===== src/rtl/mdu_pkg.sv =====
// Shared types for the iterative multiply/divide unit: op encoding, FSM states
// and the signed-operand magnitude helper.
package mdu_pkg;

    typedef enum logic [2:0] {
        MDU_MULT  = 3'd0,
        MDU_MULTU = 3'd1,
        MDU_DIV   = 3'd2,
        MDU_DIVU  = 3'd3,
        MDU_MTHI  = 3'd4,
        MDU_MTLO  = 3'd5,
        MDU_MADD  = 3'd6,
        MDU_MSUB  = 3'd7
    } mdu_op_e;

    typedef enum logic [1:0] {
        S_IDLE,
        S_RUN,
        S_FIN
    } mdu_state_e;

    // Widest operand the magnitude helper supports.
    localparam int unsigned MDU_MAXW = 64;
    localparam int unsigned MDU_IW   = $clog2(MDU_MAXW);

    typedef struct packed {
        logic                neg;
        logic [MDU_MAXW-1:0] mag;
    } mdu_abs_t;

    // Treat the low w bits of v as two's complement; return sign and magnitude.
    function automatic mdu_abs_t mdu_abs(input logic [MDU_MAXW-1:0] v, input int unsigned w);
        mdu_abs_t            r;
        logic [MDU_MAXW-1:0] mask;
        mask  = (w >= MDU_MAXW) ? '1 : ((MDU_MAXW'(1) << w) - MDU_MAXW'(1));
        r.neg = v[MDU_IW'(w - 1)];
        r.mag = (r.neg ? -v : v) & mask;
        return r;
    endfunction

endpackage


===== src/rtl/mdu_iter_step.sv =====
// One radix-2 iteration: shift-add for multiply, restoring subtract-shift for divide.
module mdu_iter_step #(
    parameter int unsigned WIDTH = 32
) (
    input  logic             i_is_div,
    input  logic [WIDTH-1:0] i_upper,
    input  logic [WIDTH-1:0] i_lower,
    input  logic [WIDTH-1:0] i_operand,
    output logic [WIDTH-1:0] o_upper,
    output logic [WIDTH-1:0] o_lower
);

    logic [WIDTH:0]   w_sum;
    logic [WIDTH:0]   w_shifted;
    logic [WIDTH-1:0] w_diff;
    logic             w_fits;

    always_comb begin
        w_sum     = {1'b0, i_upper} + (i_lower[0] ? {1'b0, i_operand} : '0);
        w_shifted = {i_upper, i_lower[WIDTH-1]};
        w_fits    = (w_shifted >= {1'b0, i_operand});
        // Partial remainder stays below the divisor, so a WIDTH-bit difference suffices.
        w_diff    = w_shifted[WIDTH-1:0] - i_operand;
        if (i_is_div) begin
            o_upper = w_fits ? w_diff : w_shifted[WIDTH-1:0];
            o_lower = {i_lower[WIDTH-2:0], w_fits};
        end else begin
            o_upper = w_sum[WIDTH:1];
            o_lower = {w_sum[0], i_lower[WIDTH-1:1]};
        end
    end

endmodule


===== src/rtl/mdu_iter.sv =====
// Iterative multiply/divide unit with HI/LO registers, MADD/MSUB accumulation
// and flush abort. Operates on magnitudes; signs are restored in FIN. WIDTH <= 64.
module mdu_iter
    import mdu_pkg::*;
#(
    parameter int unsigned WIDTH = 32
) (
    input  logic             clk,
    input  logic             reset,
    input  logic             start,
    input  logic [2:0]       op,
    input  logic [WIDTH-1:0] rs,
    input  logic [WIDTH-1:0] rt,
    input  logic             cancel,
    output logic [WIDTH-1:0] hi,
    output logic [WIDTH-1:0] lo,
    output logic             busy,
    output logic             done
);

    localparam int unsigned   CW       = $clog2(WIDTH);
    localparam logic [CW-1:0] CNT_INIT = CW'(WIDTH - 1);

    mdu_state_e       r_state;
    mdu_op_e          r_op;
    logic [CW-1:0]    r_cnt;
    logic [WIDTH-1:0] r_upper;
    logic [WIDTH-1:0] r_lower;
    logic [WIDTH-1:0] r_operand;
    logic [WIDTH-1:0] r_rs;
    logic [WIDTH-1:0] r_hi;
    logic [WIDTH-1:0] r_lo;
    logic             r_dz;
    logic             r_sa;
    logic             r_sx;
    logic             r_busy;
    logic             r_done;

    mdu_op_e            w_op;
    mdu_abs_t           w_abs_rs;
    mdu_abs_t           w_abs_rt;
    logic               w_signed_op;
    logic               w_is_div;
    logic               w_run_div;
    logic [WIDTH-1:0]   w_a_mag;
    logic [WIDTH-1:0]   w_b_mag;
    logic [WIDTH-1:0]   w_step_upper;
    logic [WIDTH-1:0]   w_step_lower;
    logic [2*WIDTH-1:0] w_prod;
    logic [2*WIDTH-1:0] w_prod_s;
    logic [2*WIDTH-1:0] w_hilo;
    logic [2*WIDTH-1:0] w_acc;
    logic [WIDTH-1:0]   w_quo;
    logic [WIDTH-1:0]   w_rem;
    logic [WIDTH-1:0]   w_fin_hi;
    logic [WIDTH-1:0]   w_fin_lo;
    logic               w_unused;

    assign w_op     = mdu_op_e'(op);
    assign w_abs_rs = mdu_abs(MDU_MAXW'(rs), WIDTH);
    assign w_abs_rt = mdu_abs(MDU_MAXW'(rt), WIDTH);
    assign w_unused = ^{w_abs_rs.mag, w_abs_rt.mag};

    always_comb begin
        w_signed_op = (w_op == MDU_MULT) || (w_op == MDU_DIV) ||
                      (w_op == MDU_MADD) || (w_op == MDU_MSUB);
        w_is_div    = (w_op == MDU_DIV) || (w_op == MDU_DIVU);
        w_a_mag     = w_signed_op ? w_abs_rs.mag[WIDTH-1:0] : rs;
        w_b_mag     = w_signed_op ? w_abs_rt.mag[WIDTH-1:0] : rt;
        w_run_div   = (r_op == MDU_DIV) || (r_op == MDU_DIVU);
    end

    mdu_iter_step #(.WIDTH(WIDTH)) u_step (
        .i_is_div  (w_run_div),
        .i_upper   (r_upper),
        .i_lower   (r_lower),
        .i_operand (r_operand),
        .o_upper   (w_step_upper),
        .o_lower   (w_step_lower)
    );

    // Sign fix-up and accumulation applied to the finished magnitude result.
    always_comb begin
        w_prod   = {r_upper, r_lower};
        w_prod_s = r_sx ? -w_prod : w_prod;
        w_hilo   = {r_hi, r_lo};
        case (r_op)
            MDU_MADD: w_acc = w_hilo + w_prod_s;
            MDU_MSUB: w_acc = w_hilo - w_prod_s;
            default:  w_acc = w_prod_s;
        endcase
        w_quo = r_sx ? -r_lower : r_lower;
        w_rem = r_sa ? -r_upper : r_upper;
        if (w_run_div) begin
            w_fin_lo = r_dz ? '1   : w_quo;
            w_fin_hi = r_dz ? r_rs : w_rem;
        end else begin
            {w_fin_hi, w_fin_lo} = w_acc;
        end
    end

    always_ff @(posedge clk) begin
        if (reset) begin
            r_state   <= S_IDLE;
            r_op      <= MDU_MULT;
            r_cnt     <= '0;
            r_upper   <= '0;
            r_lower   <= '0;
            r_operand <= '0;
            r_rs      <= '0;
            r_hi      <= '0;
            r_lo      <= '0;
            r_dz      <= 1'b0;
            r_sa      <= 1'b0;
            r_sx      <= 1'b0;
            r_busy    <= 1'b0;
            r_done    <= 1'b0;
        end else begin
            r_done <= 1'b0;
            case (r_state)
                S_IDLE: begin
                    if (start && !cancel) begin
                        case (w_op)
                            MDU_MTHI: r_hi <= rs;
                            MDU_MTLO: r_lo <= rs;
                            default: begin
                                r_op    <= w_op;
                                r_state <= S_RUN;
                                r_cnt   <= CNT_INIT;
                                r_busy  <= 1'b1;
                                r_upper <= '0;
                                r_rs    <= rs;
                                r_dz    <= (rt == '0);
                                r_sa    <= w_signed_op & w_abs_rs.neg;
                                r_sx    <= w_signed_op & (w_abs_rs.neg ^ w_abs_rt.neg);
                                // Divide shifts the dividend out of lower; multiply shifts the multiplier.
                                if (w_is_div) begin
                                    r_lower   <= w_a_mag;
                                    r_operand <= w_b_mag;
                                end else begin
                                    r_lower   <= w_b_mag;
                                    r_operand <= w_a_mag;
                                end
                            end
                        endcase
                    end
                end
                S_RUN: begin
                    if (cancel) begin
                        r_state <= S_IDLE;
                        r_busy  <= 1'b0;
                    end else begin
                        r_upper <= w_step_upper;
                        r_lower <= w_step_lower;
                        if (r_cnt == '0) begin
                            r_state <= S_FIN;
                        end else begin
                            r_cnt <= r_cnt - CW'(1);
                        end
                    end
                end
                S_FIN: begin
                    r_state <= S_IDLE;
                    r_busy  <= 1'b0;
                    if (!cancel) begin
                        r_hi   <= w_fin_hi;
                        r_lo   <= w_fin_lo;
                        r_done <= 1'b1;
                    end
                end
                default: begin
                    r_state <= S_IDLE;
                    r_busy  <= 1'b0;
                end
            endcase
        end
    end

    assign hi   = r_hi;
    assign lo   = r_lo;
    assign busy = r_busy;
    assign done = r_done;

endmodule


===== config.mk =====
export PLATFORM = sky130hd
export DESIGN_NAME = mdu_iter
export DESIGN_NICKNAME = d
export VERILOG_FILES = /design/src/rtl/mdu_pkg.sv /design/src/rtl/mdu_iter_step.sv /design/src/rtl/mdu_iter.sv
export SDC_FILE = /design/constraint.sdc
export NUM_CORES = 1
export LEC_CHECK = 0
export ABC_AREA = 1
export CAP_MARGIN = 20
export CELL_PAD_IN_SITES_DETAIL_PLACEMENT = 0
export CELL_PAD_IN_SITES_GLOBAL_PLACEMENT = 1
export CORE_MARGIN = 2
export CORE_UTILIZATION = 46
export DETAILED_ROUTE_END_ITERATION = 10
export HOLD_SLACK_MARGIN = 0.08
export PLACE_DENSITY = 0.85
export SLEW_MARGIN = 40
export SYNTH_ARGS = -nofsm -noshare
export SYNTH_HDL_FRONTEND = slang
export SYNTH_SLANG_ARGS = --single-unit

===== constraint.sdc =====
create_clock -name clk -period 10.3 [get_ports clk]
set_clock_uncertainty 0.05 [all_clocks]
set_input_delay 2.06 -clock clk [delete_from_list [all_inputs] [get_ports clk]]
set_output_delay 2.06 -clock clk [all_outputs]
set_load 0.05 [all_outputs]

==> metrics.yaml, run 1 <==
run_status: "completed"
avgViaCountPerCell: 6.14
global_route.usage.met2_pct: 61.3
cts-htree-levels: 1
avgSynthCellArea_um2: 5.71
detail_route.iter0.violations: 4084
ir_drop_mv: 0.136
num_vias: 31200
critical_path.max_fanout: 36
place_worst_setup_slack_ns: 4.67
synthArstFlopShare_pct: 0
globalRouteTotalUtil_pct: 43.4
period_share_pct: 56.8
dr.pass1.iters: 8
synth_flop_cell: "sky130_fd_sc_hd__dfxtp_1"
synth_net_count: 4531
grt_antenna_before_repair: 6
io_pins: 137
timing.slew.headroom_pct: 32.8
critPathMaxStageDelay_ns: 0.58
finish.net_count: 4573
critPathCaptureType: "flip-flop"
worst-endpoint-required_ns: 10.77
ys_warn_count: 0
worst_hold_path.num_cells: 2
hp-class: "reg -> reg"
grt_busiest_layer: "met2"
port_buffers: 136
synthTopCellsByCount: "sky130_fd_sc_hd__nand2_1, sky130_fd_sc_hd__nor2_1, sky130_fd_sc_hd__inv_1, sky130_fd_sc_hd__a21oi_1, sky130_fd_sc_hd__o21ai_0"
design.die.area_um2: 55500
report.final.setup_viol: 0
num_cts_buffers: 29
worst_r2r_path_depth: 28
fin_tns_setup_ns: 0
areaGrowthSynthToFinish_pct: 11.8
power.density_cell_area_nw_per_um2: 126
use_met1_pct: 59.3
total_congestion_overflow: 0
grtUsageMet3_pct: 15.7
yosysUniqueCellTypes: 59
cp.arrival_ns: 6.32
synth_edf_count: 0
holdBufCountCts: 0
cp_startpoint_kind: "flip-flop"
number_of_synthesized_register_bits: 207
slew_violations: 0
unrepaired_setup_endpoints_after_global_routing: "no"
place.detailed.hpwl_um: 100000
fin_ws_ns: 4.45
worst_setup_hold_path_clk_slew_ns: 0.07
report.final.hold_viol_count: 0
count_leader_synth: "sky130_fd_sc_hd__nand2_1"
clock_tree.buffer_depth: 3
post_cts.resized_instances: 0
cts.sinks: 207
cp_common_cell: "sky130_fd_sc_hd__nand2_1"
route.detailed.drc: 0
routabilityCongestion: 1.06
initial_core_utilization_pct: 46.8
postCtsSetupRepairBufs: 0
cpMaxStageDelayCell: "sky130_fd_sc_hd__dfxtp_4"
postSynthCellCount: 4323
synth_top_cell_area_share_pct: 16.8
largest_net_degree_at_the_start_of_global_routing: 72
root_buffer: "sky130_fd_sc_hd__clkbuf_16"
maxClockFrequency_ghz: 0.171
grt_pass1_wl_um: 181000
postRouteWirelength_um: 126000
seq_area_frac_synth_pct: 16.8
horizontal_die_dimension_um: 236
max_cap_viol_count: 0
detail-route-antenna-nets: 0
cellLeakagePower_nw: 12.6
chipHeight_um: 236
clock_insertion_delay_worst_skew_ns: 0.59
floorplan.rows: 84
synth.area.top_cells: "sky130_fd_sc_hd__dfxtp_1, sky130_fd_sc_hd__nand2_1, sky130_fd_sc_hd__a21oi_1"
yosys.area.top_type: "sky130_fd_sc_hd__dfxtp_1"
design.core.area_um2: 52800
tightestPinTransition_ns: 0.998
grt_pass1_vias: 27400
final.min_clock_period_ns: 5.85
critPathKind: "reg -> reg"
synthesis.area_um2: 24700
post_drt_wl_per_cell_um: 24.8
post_route_cells_drive_above_1_share_pct: 4.49
fillCellCount: 5759
tritoncts: "built"
-- worst max-delay path: cells and delay by family, from the launching register on --
kind	cells	cell delay [ns]
DFF	1	0.58
and+or+nand+nor	17	3.15
xor gates and xnor gates	1	0.17
AOI/OAI and AO/OA	5	0.89
buffers and inverters	4	0.58
adders and majority gates	1	0.34
-- per-stage QoR --
stage,std cells,hold WS [ns],util [%],instance area [µm²],total power [mW]
final,5077,0.409,52.3,27600,3.47
after global routing,5075,0.444,52.3,27600,3.60
after CTS,5075,0.405,52.3,27600,3.41
after detailed placement,5022,0.396,50.4,26600,2.32
after global placement,5022,0.388,50.4,26600,2.32
after floorplan,4323,0.374,-,24700,1.83
-- routing by layer --
| layer | share of wire [%] | vias up |
|---|---|---|
| li1 | - | 14600 |
| met5 | 0.021 | - |
| met1 | 42 | 14300 |
| met2 | 39 | 1994 |
| met3 | 14 | 316 |
| met4 | 4.8 | 4 |
-- cell families (layout without fill, tap and decap cells) --
group / after synthesis / after routing / share of synthesized area [%]
other: 0 / 2 / 0
and+or+nand+nor: 1997 / 1997 / 34.4
DFF: 207 / 207 / 16.8
buffers and inverters: 684 / 748 / 10.5
adders and majority gates: 137 / 137 / 7.04
AOI/OAI and AO/OA: 1133 / 1133 / 25.5
xor gates and xnor gates: 165 / 165 / 5.86
-- power by group --
| group | switching [mW] | total, mW | internal (mW) |
|---|---|---|---|
| sequential | 0.0819 | 0.936 | 0.854 |
| combinational | 1.04 | 1.44 | 0.403 |
| clock | 0.474 | 1.09 | 0.619 |
| total | 1.59 | 3.47 | 1.88 |
-- final timing paths --
kind	startpoint	end	slack, ns
setup / recovery	r_sx	hi[15]	4.45
hold / removal	r_rs[21]	r_rs[21]	0.41
setup reg to reg	r_sx	hi[15]	4.45
hold reg to reg	r_rs[21]	r_rs[21]	0.41
-- registers in the layout (all words and copies together) (netlist names) --
name / cells
hi: 32
lo: 32
r_lower: 32
r_operand: 32
r_rs: 32
r_upper: 32
r_cnt: 5
r_op: 3
r_state: 2
busy: 1
done: 1
r_dz: 1
r_sa: 1
r_sx: 1
-- layout by cell type, fill, tap and decap left out, types with 12 or more instances in the layout --
cell and n:
sky130_fd_sc_hd__nand2_2 27, sky130_fd_sc_hd__o21bai_1 12, sky130_fd_sc_hd__a21oi_1 464, sky130_fd_sc_hd__nor4_1 19, sky130_fd_sc_hd__nand2_1 983, sky130_fd_sc_hd__or2_2 25, sky130_fd_sc_hd__o31ai_1 15, sky130_fd_sc_hd__xor2_1 117
sky130_fd_sc_hd__nor2_2 16, sky130_fd_sc_hd__clkdlybuf4s50_1 135, sky130_fd_sc_hd__o221ai_1 12, sky130_fd_sc_hd__dfxtp_1 206, sky130_fd_sc_hd__ha_1 134, sky130_fd_sc_hd__a221oi_1 14, sky130_fd_sc_hd__a31oi_1 83, sky130_fd_sc_hd__clkbuf_16 29
sky130_fd_sc_hd__xnor2_1 48, sky130_fd_sc_hd__o21a_1 15, sky130_fd_sc_hd__o211ai_1 52, sky130_fd_sc_hd__o21ai_1 14, sky130_fd_sc_hd__nor3_1 47, sky130_fd_sc_hd__nor2_1 503, sky130_fd_sc_hd__nand4_1 65, sky130_fd_sc_hd__o21ai_0 391
sky130_fd_sc_hd__a21o_1 27, sky130_fd_sc_hd__buf_4 33, sky130_fd_sc_hd__inv_1 504, sky130_fd_sc_hd__nand3_1 283
-- layout make-up --
cell class | count | area [µm²] | share of cell area (%)
antenna | 2 | 5.00 | 0.0181
clock buffer | 32 | 767 | 2.78
clock inverter | 21 | 231 | 0.839
inverter | 526 | 1980 | 7.18
multi-input combinational | 3432 | 18000 | 65.2
sequential | 207 | 4150 | 15.0
tap | 688 | 861 | 3.12
timing repair buffer | 169 | 1610 | 5.84
Note: power is estimated with default switching activity, not from simulation.
==> inputs of run 2 (changes only) <==
Settings changed: CORE_UTILIZATION 46 to 39, PLACE_DENSITY 0.85 to 0.76.
Clock period 10.3 ns to 4.7 ns, I/O delays scaled along.
==> run 2 against run 1 <==
  * The run now ends with negative setup slack left
  * Global-route usage down 1.6 points
  * Via count up 8.5%
  * Final cell count grew 17%
  * Clock power increased by 130%
  * Critical path depth increased by 3
  * Combinational power rose to 3.1 times the previous value
  * Critical path type unchanged
  * Critical endpoint is now hi[23]
  * Largest cell class unchanged
  * Highest routed layer unchanged
==> metrics.yaml, run 2 (synthesized netlist as in run 1, its figures left out) <==
dpl-instance-area_um2: 31600
slew_violations: 0
cp.arrival_ns: 5.14
post_drt_wl_per_cell_um: 24.2
mostFrequentLayoutCell: "sky130_fd_sc_hd__nand2_1"
largest_net_degree_at_the_start_of_global_routing: 116
critPathMaxStageDelay_ns: 0.39
globalRouteTotalUtil_pct: 41.8
cp_common_cell: "sky130_fd_sc_hd__buf_6"
postRouteWirelength_um: 144000
post_layout_nonfiller_instances: 5933
period_share_pct: 101
initial_core_utilization_pct: 39.3
total_congestion_overflow: 0
finish.net_count: 5270
place.detailed.hpwl_um: 117000
cp_startpoint_kind: "flip-flop"
critical_path.max_fanout: 6
holdBufCountCts: 0
fin_ws_ns: -0.0320
worst_setup_hold_path_clk_slew_ns: 0.07
dr.pass1.iters: 7
cpMaxStageDelayCell: "sky130_fd_sc_hd__ha_2"
final.min_clock_period_ns: 4.73
avgViaCountPerCell: 5.70
timing.critical_path.to: "hi[23]"
run_status: "complete, but fails checks"
horizontal_die_dimension_um: 256
clock_tree.buffer_depth: 3
r2r-end: "hi[23]"
grt_pass1_wl_um: 205000
critPathCaptureType: "flip-flop"
maxClockFrequency_ghz: 0.211
num_cts_buffers: 29
hp-class: "reg -> reg"
areaGrowthSynthToFinish_pct: 43.3
post_route_cells_drive_above_1_share_pct: 26.6
chipHeight_um: 256
timing.critical_path.from: "r_lower[2]"
grt_pass1_vias: 30600
critPathKind: "reg -> reg"
grt_antenna_before_repair: 7
failed_checks: "negative setup slack"
floorplan.rows: 92
routabilityCongestion: 1.04
power.density_cell_area_nw_per_um2: 253
final.hold.worst_slack_ns: 0.405
worst_r2r_path_depth: 31
report.final.setup_viol: 1
tightestPinTransition_ns: 0.882
timing.slew.headroom_pct: 41.0
detail-route-antenna-nets: 0
crit-reg2reg-launch: "r_lower[2]"
timing.reg2reg.setup_slack_ns: -0.03
report.final.hold_viol_count: 0
root_buffer: "sky130_fd_sc_hd__clkbuf_16"
num_vias: 33800
ir_drop_mv: 0.340
worst-endpoint-required_ns: 5.11
cellLeakagePower_nw: 16.5
place_worst_setup_slack_ns: -0.543
port_buffers: 136
io_pins: 137
detail_route.iter0.violations: 3821
finalInstanceArea_um2: 35400
post-place-cells: 5819
cts.sinks: 207
cts-htree-levels: 1
unrepaired_setup_endpoints_after_global_routing: "yes"
tritoncts: "built"
design.die.area_um2: 65300
mostFrequentLayoutCells: "sky130_fd_sc_hd__nand2_1, sky130_fd_sc_hd__buf_4, sky130_fd_sc_hd__inv_1, sky130_fd_sc_hd__a21oi_1, sky130_fd_sc_hd__nor2_1"
max_cap_viol_count: 0
clock_insertion_delay_worst_skew_ns: 0.61
design.core.area_um2: 62900
route.detailed.drc: 0
-- run 2: cell types whose count changed in the layout (fill, tap and decap cells not counted), sizes merged --
cell	before	now
clkbuf	32	37
nor2	530	531
diode	2	3
clkinv	17	16
clkinvlp	8	2
buf	34	730
bufinv	3	5
-- run 2: worst max-delay path, delay by kind of cell (launching register included) --
family                   cells  cell delay (ns)
adder cells (fa/ha/maj)      1             0.39
buffers and inverters       10             1.45
flip-flops                   1             0.37
XOR/XNOR                     1             0.09
AND/OR/NAND/NOR             15             1.60
AO/OA/AOI/OAI                4             0.63
-- run 2: report_power, final --
part | internal (mW) | switching, mW
clock | 1.47 | 1.01
sequential | 1.88 | 0.161
combinational | 1.69 | 2.75
total | 5.04 | 3.92
-- run 2: worst min path at each step --
stage	startpoint	end	slack (ns)	cells after the start
floorplan	r_rs[25]	r_rs[25]	0.37	2
global placement	r_rs[31]	r_rs[31]	0.40	2
detailed placement	r_cnt[0]	r_cnt[0]	0.40	1
CTS	r_cnt[0]	r_cnt[0]	0.41	1
global route	r_rs[0]	r_rs[0]	0.43	2
finish	r_cnt[0]	r_cnt[0]	0.40	1
-- run 2: per-stage QoR --
step	utilization [%]	setup TNS, ns	power (mW)
global placement	50.3	-4.04	5.91
CTS	52.7	0	8.46
global route	56.3	-2.52	9.33
floorplan	-	0	4.02
detailed placement	50.3	-6.41	5.91
finish	56.3	-0.0320	8.96
-- run 2: area by class of cell --
cell class	count	area [µm²]
Clock buffer	37	796
Clock inverter	16	223
Timing Repair Buffer	865	6940
Tap cell	846	1060
Inverter	526	1980
Multi-Input combinational cell	3433	20200
Fill cell	6558	27500
Sequential cell	207	4190
Antenna cell	3	7.51
-- run 2: timing repair --
action,CTS,global route
pin swaps,32,170
buffers inserted,13,45
cloned,1,0
gates resized for setup,108,542
endpoints found under the setup margin,32,44
-- run 2: routing by layer --
layer  part of all wire, %  global-route usage, %  up-vias
li1                      -                      -    16000
met1                    41                   55.2    15800
met2                    43                   64.3     1693
met3                    10                   8.88      351
met4                   6.3                   20.9       10
met5                 0.044                      0        -
